[src/rtl/tow_game_ctrl.sv]
// Tug-of-war game sequencer: idle, start-flash countdown, live rope play, winner flash.
// Produces registered LED-mode select, one-hot rope position and winner flags for the LED mux.
`timescale 1ns/1ps
module tow_game_ctrl #(
    parameter int TICK_DIV      = 25000000,
    parameter int START_FLASHES = 3,
    parameter int WIN_FLASHES   = 4
) (
    input  logic       clk,
    input  logic       rst,
    input  logic       pb_l,
    input  logic       pb_r,
    output logic [1:0] leds_ctrl,
    output logic [6:0] score,
    output logic [1:0] winner,
    output logic       busy
);

    localparam int CNT_W  = $clog2(TICK_DIV);
    localparam int HC_MAX = 2 * ((START_FLASHES > WIN_FLASHES) ? START_FLASHES : WIN_FLASHES);
    localparam int HC_W   = $clog2(HC_MAX + 1);

    localparam logic [CNT_W-1:0] CNT_LAST   = CNT_W'(TICK_DIV - 1);
    localparam logic [HC_W-1:0]  START_LAST = HC_W'(2 * START_FLASHES - 1);
    localparam logic [HC_W-1:0]  WIN_LAST   = HC_W'(2 * WIN_FLASHES - 1);

    localparam logic [2:0] POS_HOME  = 3'd3;
    localparam logic [2:0] POS_LEFT  = 3'd6;
    localparam logic [2:0] POS_RIGHT = 3'd0;

    localparam logic [1:0] LED_OFF   = 2'd0;
    localparam logic [1:0] LED_IDLE  = 2'd1;
    localparam logic [1:0] LED_SCORE = 2'd2;
    localparam logic [1:0] LED_ALL   = 2'd3;

    localparam logic [1:0] WIN_NONE  = 2'b00;
    localparam logic [1:0] WIN_LEFT  = 2'b10;
    localparam logic [1:0] WIN_RIGHT = 2'b01;

    typedef enum logic [1:0] {
        S_IDLE  = 2'd0,
        S_START = 2'd1,
        S_PLAY  = 2'd2,
        S_WIN   = 2'd3
    } state_t;

    state_t           state, state_nxt;
    logic [CNT_W-1:0] cnt, cnt_nxt;
    logic [HC_W-1:0]  hc, hc_nxt;
    logic [2:0]       pos, pos_nxt;
    logic [1:0]       leds_nxt;
    logic [6:0]       score_nxt;
    logic [1:0]       winner_nxt;
    logic             busy_nxt;
    logic             prev_l, prev_r;
    logic             press_l, press_r, tick;

    function automatic logic [6:0] pos_to_score(input logic [2:0] p);
        pos_to_score = 7'b000_0001 << p;
    endfunction

    assign press_l = pb_l & ~prev_l;
    assign press_r = pb_r & ~prev_r;
    assign tick    = (cnt == CNT_LAST);

    // History flops reset high so a button held through reset release is not a press
    always_ff @(posedge clk or posedge rst) begin
        if (rst) begin
            state     <= S_IDLE;
            cnt       <= '0;
            hc        <= '0;
            pos       <= POS_HOME;
            leds_ctrl <= LED_IDLE;
            score     <= pos_to_score(POS_HOME);
            winner    <= WIN_NONE;
            busy      <= 1'b0;
            prev_l    <= 1'b1;
            prev_r    <= 1'b1;
        end else begin
            state     <= state_nxt;
            cnt       <= cnt_nxt;
            hc        <= hc_nxt;
            pos       <= pos_nxt;
            leds_ctrl <= leds_nxt;
            score     <= score_nxt;
            winner    <= winner_nxt;
            busy      <= busy_nxt;
            prev_l    <= pb_l;
            prev_r    <= pb_r;
        end
    end

    always_comb begin
        state_nxt  = state;
        cnt_nxt    = tick ? '0 : cnt + 1'b1;
        hc_nxt     = hc;
        pos_nxt    = pos;
        leds_nxt   = leds_ctrl;
        score_nxt  = score;
        winner_nxt = winner;
        busy_nxt   = busy;

        case (state)
            S_IDLE: begin
                leds_nxt = LED_IDLE;
                busy_nxt = 1'b0;
                if (press_l || press_r) begin
                    state_nxt  = S_START;
                    winner_nxt = WIN_NONE;
                    busy_nxt   = 1'b1;
                    leds_nxt   = LED_ALL;
                    hc_nxt     = '0;
                    cnt_nxt    = '0;
                end
            end

            S_START: begin
                if (tick) begin
                    if (hc == START_LAST) begin
                        state_nxt = S_PLAY;
                        leds_nxt  = LED_SCORE;
                        pos_nxt   = POS_HOME;
                        score_nxt = pos_to_score(POS_HOME);
                        cnt_nxt   = '0;
                    end else begin
                        leds_nxt = (leds_ctrl == LED_ALL) ? LED_OFF : LED_ALL;
                        hc_nxt   = hc + 1'b1;
                    end
                end
            end

            // Simultaneous presses cancel; the rope saturates into a win instead of wrapping
            S_PLAY: begin
                leds_nxt = LED_SCORE;
                if (press_l && !press_r) begin
                    if (pos == POS_LEFT) begin
                        state_nxt  = S_WIN;
                        winner_nxt = WIN_LEFT;
                        leds_nxt   = LED_ALL;
                        hc_nxt     = '0;
                        cnt_nxt    = '0;
                    end else begin
                        pos_nxt   = pos + 1'b1;
                        score_nxt = pos_to_score(pos + 1'b1);
                    end
                end else if (press_r && !press_l) begin
                    if (pos == POS_RIGHT) begin
                        state_nxt  = S_WIN;
                        winner_nxt = WIN_RIGHT;
                        leds_nxt   = LED_ALL;
                        hc_nxt     = '0;
                        cnt_nxt    = '0;
                    end else begin
                        pos_nxt   = pos - 1'b1;
                        score_nxt = pos_to_score(pos - 1'b1);
                    end
                end
            end

            S_WIN: begin
                if (tick) begin
                    if (hc == WIN_LAST) begin
                        state_nxt = S_IDLE;
                        leds_nxt  = LED_IDLE;
                        busy_nxt  = 1'b0;
                        pos_nxt   = POS_HOME;
                        score_nxt = pos_to_score(POS_HOME);
                        cnt_nxt   = '0;
                    end else begin
                        leds_nxt = (leds_ctrl == LED_ALL) ? LED_SCORE : LED_ALL;
                        hc_nxt   = hc + 1'b1;
                    end
                end
            end

            default: begin
                state_nxt = S_IDLE;
                leds_nxt  = LED_IDLE;
                busy_nxt  = 1'b0;
                pos_nxt   = POS_HOME;
                score_nxt = pos_to_score(POS_HOME);
                cnt_nxt   = '0;
            end
        endcase
    end

endmodule

[config.mk]
export PLATFORM = sky130hd
export DESIGN_NAME = tow_game_ctrl
export DESIGN_NICKNAME = d
export VERILOG_FILES = /design/src/rtl/tow_game_ctrl.sv
export SDC_FILE = /design/constraint.sdc
export NUM_CORES = 1
export LEC_CHECK = 0
export CORE_ASPECT_RATIO = 1.2
export CORE_MARGIN = 1
export CORE_UTILIZATION = 51
export CTS_CLUSTER_DIAMETER = 40
export DETAILED_ROUTE_END_ITERATION = 10
export HOLD_SLACK_MARGIN = 0.1
export PLACE_DENSITY = 0.79
export SETUP_SLACK_MARGIN = 0.2
export SYNTH_ARGS = -nofsm -noshare
export SYNTH_HDL_FRONTEND = slang
export SYNTH_SLANG_ARGS = --single-unit
[constraint.sdc]
create_clock -name clk -period 6.9 [get_ports clk]
set_input_delay 1.035 -clock clk [delete_from_list [all_inputs] [get_ports clk]]
set_output_delay 1.035 -clock clk [all_outputs]
set_load 0.005 [all_outputs]
==> flow_summary.toml <==
[worst_setup_path]
required_ps = 7150
arrival_ps = 3440
critPathSlowestCell = "or4_1"
end_kind = "register"
path_buf_inv = 2
crit_type = "primary input to register"
worstPathMaxFanout = 6
slowest_delay_ps = 480
critPathTopFamily = "simple AND/OR/NAND/NOR gates"
path_cells = "clkdlybuf4s50_1 -> nand2b_1 -> inv_1 -> ha_1 -> or3_1 -> a21oi_1 -> o21ai_0 -> or4_1 -> nand2_1"
start_kind = "primary input"

[timing]
maxSlewViolCount = 0
period_share = 0.462
worst_pin_slew_ps = 1070
fin_crit_ps = 3190
setup_viol = 0
max_freq_ghz = 0.314
setup_tns_ps = 0
timing_hold_violations_final = 0
worst_hold_slack_ps = 495
skew_ps = 14.5
slew_headroom = 0.280
rsz0062_at_grt = "no"

[power_and_ir_drop]
power_frac_clock = 0.195
switching_power_mw = 0.387
p_int_mw = 0.656
finalPower_mw = 1.04
p_sw_frac = 0.372
leakage_nw = 1.37
power_frac_seq = 0.368
pwr-share-comb = 0.438
ir_worst_vdd_mv = 0.188
p_per_area_nw_per_um2 = 341

[synth]
ys_seq_area_frac = 0.441
ys_async_sr_fraction = 1.00
syn_area_per_cell_um2 = 9.96
synth_seq_cells = 48
synthesis.yosys.warnings = 0
synth-edff-count = 0
netlist-cell-type-count = 48
synth_fp_nets = 295
synth_flop_cell = "dfrtp_1"
syn_area_um2 = 2740
syn_inst = 275

[routing]
drt-initial-drc-count = 111
ant_nets = 0
finalWirelength_mm = 5.07
drt-pass1-iter-count = 4
route.detailed.drc = 0
post_drt_wl_per_cell_um = 14.3
viasPerCell = 5.59
vias = 1980

[cts]
cts_buffers = 5
cts.repair.resized = 0
clock_sinks = 48
post_cts_buffers = 0
cts_buffer_depth = 2
cts_tree = "yes"
clkTransAtPathRegs_ps = 100
insertion_delay_ps = 310
h-tree-depth = 2
root_buffer = "clkbuf_8"
ctsHoldBuffers = 0

[cells_and_area]
final_common_cell = "dfrtp_1"
area_growth_syn_to_layout_pct = 11.5
diodes = 0
fillCellCount = 446
drive_gt1_frac = 0.102
fin_cells = 354
nNetsFinal = 313
stdcell_area_um2 = 3060
layout_common_cells = "dfrtp_1 (42), nor2_1 (34), nand2_1 (22), inv_1 (22), xor2_1 (17)"

[global_routing]
grt_usage = 0.209
grt_pass1_wl_mm = 8.78
grt_max_degree = 49
first_global_vias = 1972
grt_overflow = 0
antenna_found_initial = 0

[placement]
routabilityCongestion = 0.814
placedCellCount = 346
placed_cell_area_um2 = 2940
hpwl_mm = 3.58
portBuffers = 15

[status]
status = "finished clean"

[floorplan]
dieWidth_um = 68.9
core_um2 = 5040
die_area_um2 = 5670
rows = 28
start_util = 0.543
io_pins = 16
die_h_um = 82.3

[worst_hold_path]
hp-class = "register to register"

[run]
max-cap-violations = 0
==> Yosys cell counts, types with 4 or more instances <==
library cell  instances  area, µm²
o21ai_0               9       45.0
mux2i_1               7       70.1
and3_1                6       37.5
dfstp_2               6        158
xor2_1               17        149
mux2_4                4       60.1
inv_1                23       86.3
dfrtp_1              42       1050
xnor2_1               8       70.1
nor2_1               34        128
nand2b_1              6       37.5
a21oi_1               5       25.0
nand3_1              15       75.1
ha_1                 15        188
nand2_1              22       82.6
nand4_1               7       43.8
==> worst paths after layout <==
kind / start / to / slack [ps] / depth (start not counted)
max: pb_l / hc[0] / 3710 / 9
min: cnt[0] / cnt[0] / 500 / 1
max reg2reg: prev_l / hc[0] / 4360 / 8
min reg2reg: cnt[0] / cnt[0] / 500 / 1
max in group asynchronous: rst / cnt[4] / 5020 / 2
min in group asynchronous: rst / score[1] / 1270 / 2
==> cells by family after synthesis <==
group	count (synthesis)	synth area share
buffers and inverters	28	0.0420
adders and majority gates	16	0.0758
xor gates and xnor gates	25	0.0799
and+or+nand+nor	113	0.219
muxes	13	0.0557
DFF	48	0.441
AOI/OAI and AO/OA	32	0.0868
==> worst register-to-register path, stage by stage, from the launching register on <==
cell	delay, ps
dfstp_2	520
nand2b_1	140
inv_1	60
ha_1	240
or3_1	350
a21oi_1	350
o21ai_0	280
or4_1	480
nand2_1	80
==> state kept, by name, summed over array words and instances (netlist names) <==
register   cells
busy           1
winner         2
pos            3
prev_l         1
state          2
cnt           25
hc             4
leds_ctrl      2
score          7
prev_r         1
==> layout make-up <==
class | count | area, µm² | share of cell area
Clock inverter | 3 | 42.5 | 0.0139
Timing Repair Buffer | 16 | 158 | 0.0516
Inverter | 23 | 86.3 | 0.0283
Clock buffer | 5 | 68.8 | 0.0225
Multi-Input combinational cell | 199 | 1420 | 0.464
Tap cell | 60 | 75.1 | 0.0246
Sequential cell | 48 | 1210 | 0.396
==> power by group through the flow <==
stage | registers (mW) | logic, mW | clock network [mW]
2_1_floorplan | 0.383 | 0.342 | 0
4_1_cts | 0.385 | 0.461 | 0.210
3_3_place_gp | 0.387 | 0.442 | 0
6_report | 0.383 | 0.457 | 0.203
3_5_place_dp | 0.390 | 0.454 | 0
5_1_grt | 0.392 | 0.508 | 0.221
==> layer usage <==
metal  track usage  wire length, µm
met2         0.370             2610
met3        0.0412               91
met4        0.0796               91
met5             0                0
met1         0.243             2270
==> stage by stage <==
stage | setup WS [ps] | utilization
finish | 3710 | 0.606
global route | 3520 | 0.606
CTS | 3720 | 0.606
detailed placement | 3400 | 0.584
global placement | 3430 | 0.584
floorplan | 3970 | -
(Power assumes the default switching activity.)
